### src/rtl/aer_in_receiver.sv
`timescale 1ns/1ps
`default_nettype none
// ============================================================================
//  Module   : aer_in_receiver
//  Purpose  : 4-phase AER input port; pushes spike events into the input FIFO,
//             acknowledges and counts other event types as dropped.
//  Revision : 1.0
// ============================================================================
module aer_in_receiver #(
   parameter int N     = 256,
   parameter int M     = 8,
   parameter int CNT_W = 16
) (
   input  logic             CLK,
   input  logic             RSTN,
   input  logic             enable_i,
   input  logic [M+1:0]     AER_ADDR_i,
   input  logic             AER_REQ_i,
   output logic             AER_ACK_o,
   input  logic             FIFO_full_i,
   output logic             FIFO_w_en_o,
   output logic [M-1:0]     FIFO_w_data_o,
   output logic             busy_o,
   output logic [CNT_W-1:0] spike_cnt_o,
   output logic [CNT_W-1:0] drop_cnt_o
);

   typedef enum logic [1:0] {
      ST_IDLE = 2'd0,
      ST_PUSH = 2'd1,
      ST_ACK  = 2'd2
   } state_t;

   localparam logic [1:0]       c_TYPE_SPIKE = 2'b00;
   localparam logic [CNT_W-1:0] c_CNT_ONE    = {{(CNT_W-1){1'b0}}, 1'b1};

   generate
      if (N != (1 << M)) begin : g_bad_n
         $error("aer_in_receiver: N must equal 2**M");
      end
   endgenerate

   state_t           r_state;
   logic             r_req_meta;
   logic             r_req_s;
   logic [M-1:0]     r_addr;
   logic             r_ack;
   logic [CNT_W-1:0] r_spike_cnt;
   logic [CNT_W-1:0] r_drop_cnt;
   logic             w_push_ok;

   // REQ is asynchronous to CLK; the address bundle is only read once r_req_s is high
   always_ff @(posedge CLK or negedge RSTN) begin
      if (!RSTN) begin
         r_req_meta <= 1'b0;
         r_req_s    <= 1'b0;
      end else begin
         r_req_meta <= AER_REQ_i;
         r_req_s    <= r_req_meta;
      end
   end

   assign w_push_ok = (r_state == ST_PUSH) && !FIFO_full_i;

   always_ff @(posedge CLK or negedge RSTN) begin
      if (!RSTN) begin
         r_state     <= ST_IDLE;
         r_addr      <= '0;
         r_ack       <= 1'b0;
         r_spike_cnt <= '0;
         r_drop_cnt  <= '0;
      end else begin
         case (r_state)
            ST_IDLE: begin
               r_ack <= 1'b0;
               if (r_req_s && enable_i) begin
                  r_addr <= AER_ADDR_i[M-1:0];
                  if (AER_ADDR_i[M+1:M] == c_TYPE_SPIKE) begin
                     r_state <= ST_PUSH;
                  end else begin
                     r_state    <= ST_ACK;
                     r_ack      <= 1'b1;
                     r_drop_cnt <= r_drop_cnt + c_CNT_ONE;
                  end
               end
            end
            ST_PUSH: begin
               if (!FIFO_full_i) begin
                  r_state     <= ST_ACK;
                  r_ack       <= 1'b1;
                  r_spike_cnt <= r_spike_cnt + c_CNT_ONE;
               end
            end
            ST_ACK: begin
               if (!r_req_s) begin
                  r_state <= ST_IDLE;
                  r_ack   <= 1'b0;
               end
            end
            default: begin
               r_state <= ST_IDLE;
               r_ack   <= 1'b0;
            end
         endcase
      end
   end

   assign AER_ACK_o     = r_ack;
   assign FIFO_w_en_o   = w_push_ok;
   assign FIFO_w_data_o = r_addr;
   assign busy_o        = (r_state != ST_IDLE);
   assign spike_cnt_o   = r_spike_cnt;
   assign drop_cnt_o    = r_drop_cnt;

endmodule
`default_nettype wire
### config.mk
export PLATFORM = sky130hd
export DESIGN_NAME = aer_in_receiver
export DESIGN_NICKNAME = d
export VERILOG_FILES = /design/src/rtl/aer_in_receiver.sv
export SDC_FILE = /design/constraint.sdc
export NUM_CORES = 1
export LEC_CHECK = 0
export ABC_AREA = 1
export CORE_MARGIN = 5
export CORE_UTILIZATION = 30
export CTS_CLUSTER_DIAMETER = 120
export DETAILED_ROUTE_END_ITERATION = 10
export SLEW_MARGIN = 20
export SYNTH_ARGS = -nofsm -noshare
export SYNTH_HDL_FRONTEND = slang
export SYNTH_SLANG_ARGS = --single-unit
### constraint.sdc
create_clock -name CLK -period 1.5 [get_ports CLK]
set_input_delay 0.3 -clock CLK [delete_from_list [all_inputs] [get_ports CLK]]
set_output_delay 0.3 -clock CLK [all_outputs]
set_load 0.03 [all_outputs]
# --- Word-level counts from Yosys, hierarchy flattened ---
# Index checks and enable logic that the tools add are counted.
totals:
  elab_cells: 37
  reg_bits: 45
op_classes:
  n_reduce_logical: 11
  bitwise_logic: 2
  n_eq_ne: 5
  add_sub_neg: 2
  muxes: 10
op_table:
  columns: ["operator", "count"]
  rows:
  - ["$add 16x1->16 const B", 2]
  - ["$mux 2", 4]
  - ["$ne 2x2->1 const B", 3]
  - ["$pmux 2 s3", 1]
  - ["$reduce_and 2->1", 3]
  - ["$reduce_and 3->1", 2]
  - ["$logic_not 2->1", 2]
  - ["$mux 1", 4]
  - ["$pmux 1 s3", 1]
  - ["$eq 2x1->1 const B", 1]
  - ["$eq 2x2->1 const B", 1]
  - ["$logic_and 1x1->1", 2]
  - ["$not 1->1", 2]
  - ["$reduce_bool 2->1", 1]
  - ["$logic_not 1->1", 1]

# --- Longest topological paths before layout ---
depth:
  ltp_word: 4
  mapped_depth: 8
  ltp_nobuf: 8

# --- Least setup slack after synthesis ---
# OpenSTA, ideal clock, no wires.
synth_path:
  path_type: "register to register"
  start: "register r_spike_cnt[1] (netlist: spike_cnt_o[1])"
  end: "register r_spike_cnt[10] (netlist: spike_cnt_o[10])"
  setup_ns: 0.135
  setup_slack_ns: -0.001
  path_buffers: 0
  arrival_time_ns: 1.366
  path_stages_with_launch: 6
  t_required_ns: 1.365
  cell_sequence: "dfrtp_1 > ha_1 > nand3_1 > nor3_1 > nand2_1 > xnor2_1"
synth_via:
  elab_chain_cells: 1
synth_lines:
  columns: ["item", "line", "text"]
  rows:
  - ["start: declaration", "48", "logic [CNT_W-1:0] r_spike_cnt;"]
  - ["start signal: assignment", "91", "r_spike_cnt <= r_spike_cnt + c_CNT_ONE;"]
  - ["$add 16x1->16", "91", null]
# No other way between the ends.
# A chain may end at the register's enable or synchronous reset.

# --- Final worst setup path ---
layout_path:
  start: "input port FIFO_full_i"
  end: "output port FIFO_w_en_o"
layout_via:
  elab_chain_cells: 2
layout_lines:
  columns: ["item", "line", "text"]
  rows:
  - ["start: declaration", "20", "input logic FIFO_full_i,"]
  - ["$logic_not 1->1", null, null]
  - ["$logic_and 1x1->1", "63", "assign w_push_ok = (r_state == ST_PUSH) && !FIFO_full_i;"]
  - ["end: declaration", "21", "output logic FIFO_w_en_o,"]
# No other way between the ends.

==> run summary <==
vias in the first global route: 1,909
RePlAce Congestion: 0.798
Root Buffer: clkbuf_8
Total Neg Setup Slack: 0 ps
CTS tree: yes
final-report max-slew violation count: 0
total grt overflow: 0
detailed-route DRC error count: 0
R2R Setup Slk: 130 ps
ranking of synthesized cells by area: dfrtp_1 (52%), nand2_1 (11%), inv_1 (5.2%)
die area: 9090 um2
clk_lat worst skew: 290 ps
GRT Total Usage: 0.119
PortBufs: 57
dpl hpwl: 3690 um
initial antenna violation count: 0
worst path cell trace: clkdlybuf4s50_1 -> buf_4 -> nor2_4 -> buf_6
Sw Share: 0.350
fin crit share: 0.962
Clock transition at path regs: 80 ps
Finished Layout Cells: 436
clock share of power: 0.228
mean area per synthesized cell: 9.03 um2
post-placement cell area: 3120 um2
worst setup path end: FIFO_w_en_o
Pwr per Cell Area: 1040 nW/um2
vias per cell: 4.24
Yosys warning count: 0
Final ANT Viol Nets: 0
clock buffer depth: 2
nets: 354
switching power: 1.15 mW
Post-Syn Area: 2180 um2
largest net degree at the start of global routing: 46
Achievable Freq: 693 MHz
min Tclk post-route: 1440 ps
CP peak stage delay: 430 ps
CTS Buf Count: 5
delay-heaviest family, CP: buffers and inverters
1st-pass router iterations: 4
WP data required: 1200 ps
CTS HTree Levels: 2
Crit-path slowest cell: clkdlybuf4s50_1
Hold Path Class: reg -> reg
hold path start: r_req_meta$_DFF_PN0_
Internal: 2.15 mW
worst r2r src: spike_cnt_o[0]$_DFFE_PN0P_
Antenna diodes: 0
Placed Cells: 427
Netlist cell types: 21
most frequent cells in the layout: nand2_1 (65), dfrtp_1 (44), dlygate4sd2_1 (39)
Slew @ Worst Pin: 308 ps
IO Pins: 58
kind of critical path: in -> out
startpoint types: primary input
Area growth, synth to finish: 45.7%
worst path buffer plus inverter count: 3
Worst path depth: 4
Seq pwr share: 0.460
instance count of the mapped netlist: 242
final setup vio count: 0
Crit Path Max Fanout: 2
Crit. End Element: output port
final instance area: 3180 um2
chip width: 95.3 um
Setup Skew: 4.91 ps
core area: 7180 um2
Worst R2R Path Depth: 5
Synth Net Count: 259
via count: 1,850
CP Launch Point: FIFO_full_i
Lkg Pwr: 1.65 nW
commonest non-fill, non-tap cell in the layout: nand2_1
Final Util: 0.444
post-synth top area share: 0.515
RSZ-0062 raised after global routing: true
area leader, netlist: dfrtp_1
R2R Path End: spike_cnt_o[10]$_DFFE_PN0P_
final hold vios: 0
post-synthesis sequential area ratio: 0.515
Max VDD drop: 0.808 mV
final wirelength: 4790 um
combinational power share: 0.313
layout cells sized above 1: 0.199
1st-iter DRT viols: 49
DR WL/cell: 11.0 um
CTS sink count: 45
Worst slew margin: 0.793
max-cap viol count: 0
first-pass GRT wire length: 8510 um
#FFs+latches synth: 45
Initial Utilization: 0.304
die height: 95.3 um
status: finished clean
WP data arrival: 1140 ps
# rows: 31
-- metrics by stage --
step / hold WS (ps) / setup slack (ps) / total power, mW
3_5_place_dp: 310 / -171 / 2.70
5_1_grt: 375 / -11.8 / 3.55
4_1_cts: 354 / 5.26 / 3.37
3_3_place_gp: 306 / -142 / 2.69
2_1_floorplan: 4.41 / 20.9 / 2.15
6_report: 352 / 57.5 / 3.30
-- registers in the layout, indices dropped and copies added (netlist names) --
name,cells
r_req_meta,1
r_state,2
spike_cnt_o,16
r_req_s,1
AER_ACK_o,1
FIFO_w_data_o,8
drop_cnt_o,16
-- what timing repair did --
action | CTS | global route
hold endpoints to repair | 35 | 0
gates resized for setup | 47 | 6
hold buffers | 1 | 0
setup endpoints to repair | 43 | 6
buffers inserted | 1 | 0
pin swaps | 1 | 2
-- layer usage --
metal  wire length [um]  track usage  vias up
met4                 31       0.0397        0
li1                   -            -      945
met3                325       0.0387        4
met2               2290        0.202       42
met5                  0            0        -
met1               2140        0.142      859
-- cells in the mapped netlist --
| library cell | number |
|---|---|
| nor2_8 | 1 |
| mux2_2 | 8 |
| inv_1 | 30 |
| o21ai_0 | 2 |
| nand2_2 | 4 |
| nor3_1 | 5 |
| nor2_1 | 21 |
| nand4_1 | 5 |
| dfrtp_1 | 45 |
| nand2_4 | 1 |
| nand3b_1 | 1 |
| nor2_4 | 4 |
| xor2_1 | 11 |
| nor2_2 | 6 |
| nand2_1 | 65 |
| nand3_2 | 1 |
| xnor2_1 | 7 |
| nand3_1 | 21 |
| nand3_4 | 1 |
| ha_1 | 2 |
| o21ai_1 | 1 |
-- area by class of cell --
class | count | area, um2
inverters | 30 | 113
flip-flops and latches | 45 | 1130
multi-input cells | 167 | 956
fillers | 710 | 3990
repair buffers | 88 | 777
clock buffers | 7 | 86.3
well taps | 99 | 124
-- power groups by stage --
stage	sequential (mW)	clock [mW]	combinational [mW]
final	1.52	0.752	1.03
after global routing	1.55	0.860	1.14
after CTS	1.52	0.799	1.05
after detailed placement	1.55	0	1.15
after global placement	1.54	0	1.15
after floorplan	1.87	0	0.285
-- how the worst min path moves through the flow --
stage	cells past startpoint	slack (ps)	endpoint
2_1_floorplan	0	4	AER_ACK_o$_DFFE_PN0P_
3_3_place_gp	2	310	FIFO_w_data_o[2]$_DFFE_PN0P_
3_5_place_dp	2	310	FIFO_w_data_o[5]$_DFFE_PN0P_
4_1_cts	0	350	r_req_s$_DFF_PN0_
5_1_grt	0	370	r_req_s$_DFF_PN0_
6_report	0	350	r_req_s$_DFF_PN0_
-- logic make-up (layout without fill, tap and decap cells) --
family | count (synthesis) | count (layout) | share of synthesized area
flip-flops | 45 | 45 | 0.515
multiplexers | 8 | 8 | 0.0412
XOR/XNOR | 18 | 18 | 0.0722
AO/OA/AOI/OAI | 3 | 3 | 0.00687
adder cells (fa/ha/maj) | 2 | 2 | 0.0115
AND/OR/NAND/NOR | 136 | 136 | 0.301
buffers and inverters | 30 | 125 | 0.0515
Power figures use the tool's default switching activity.
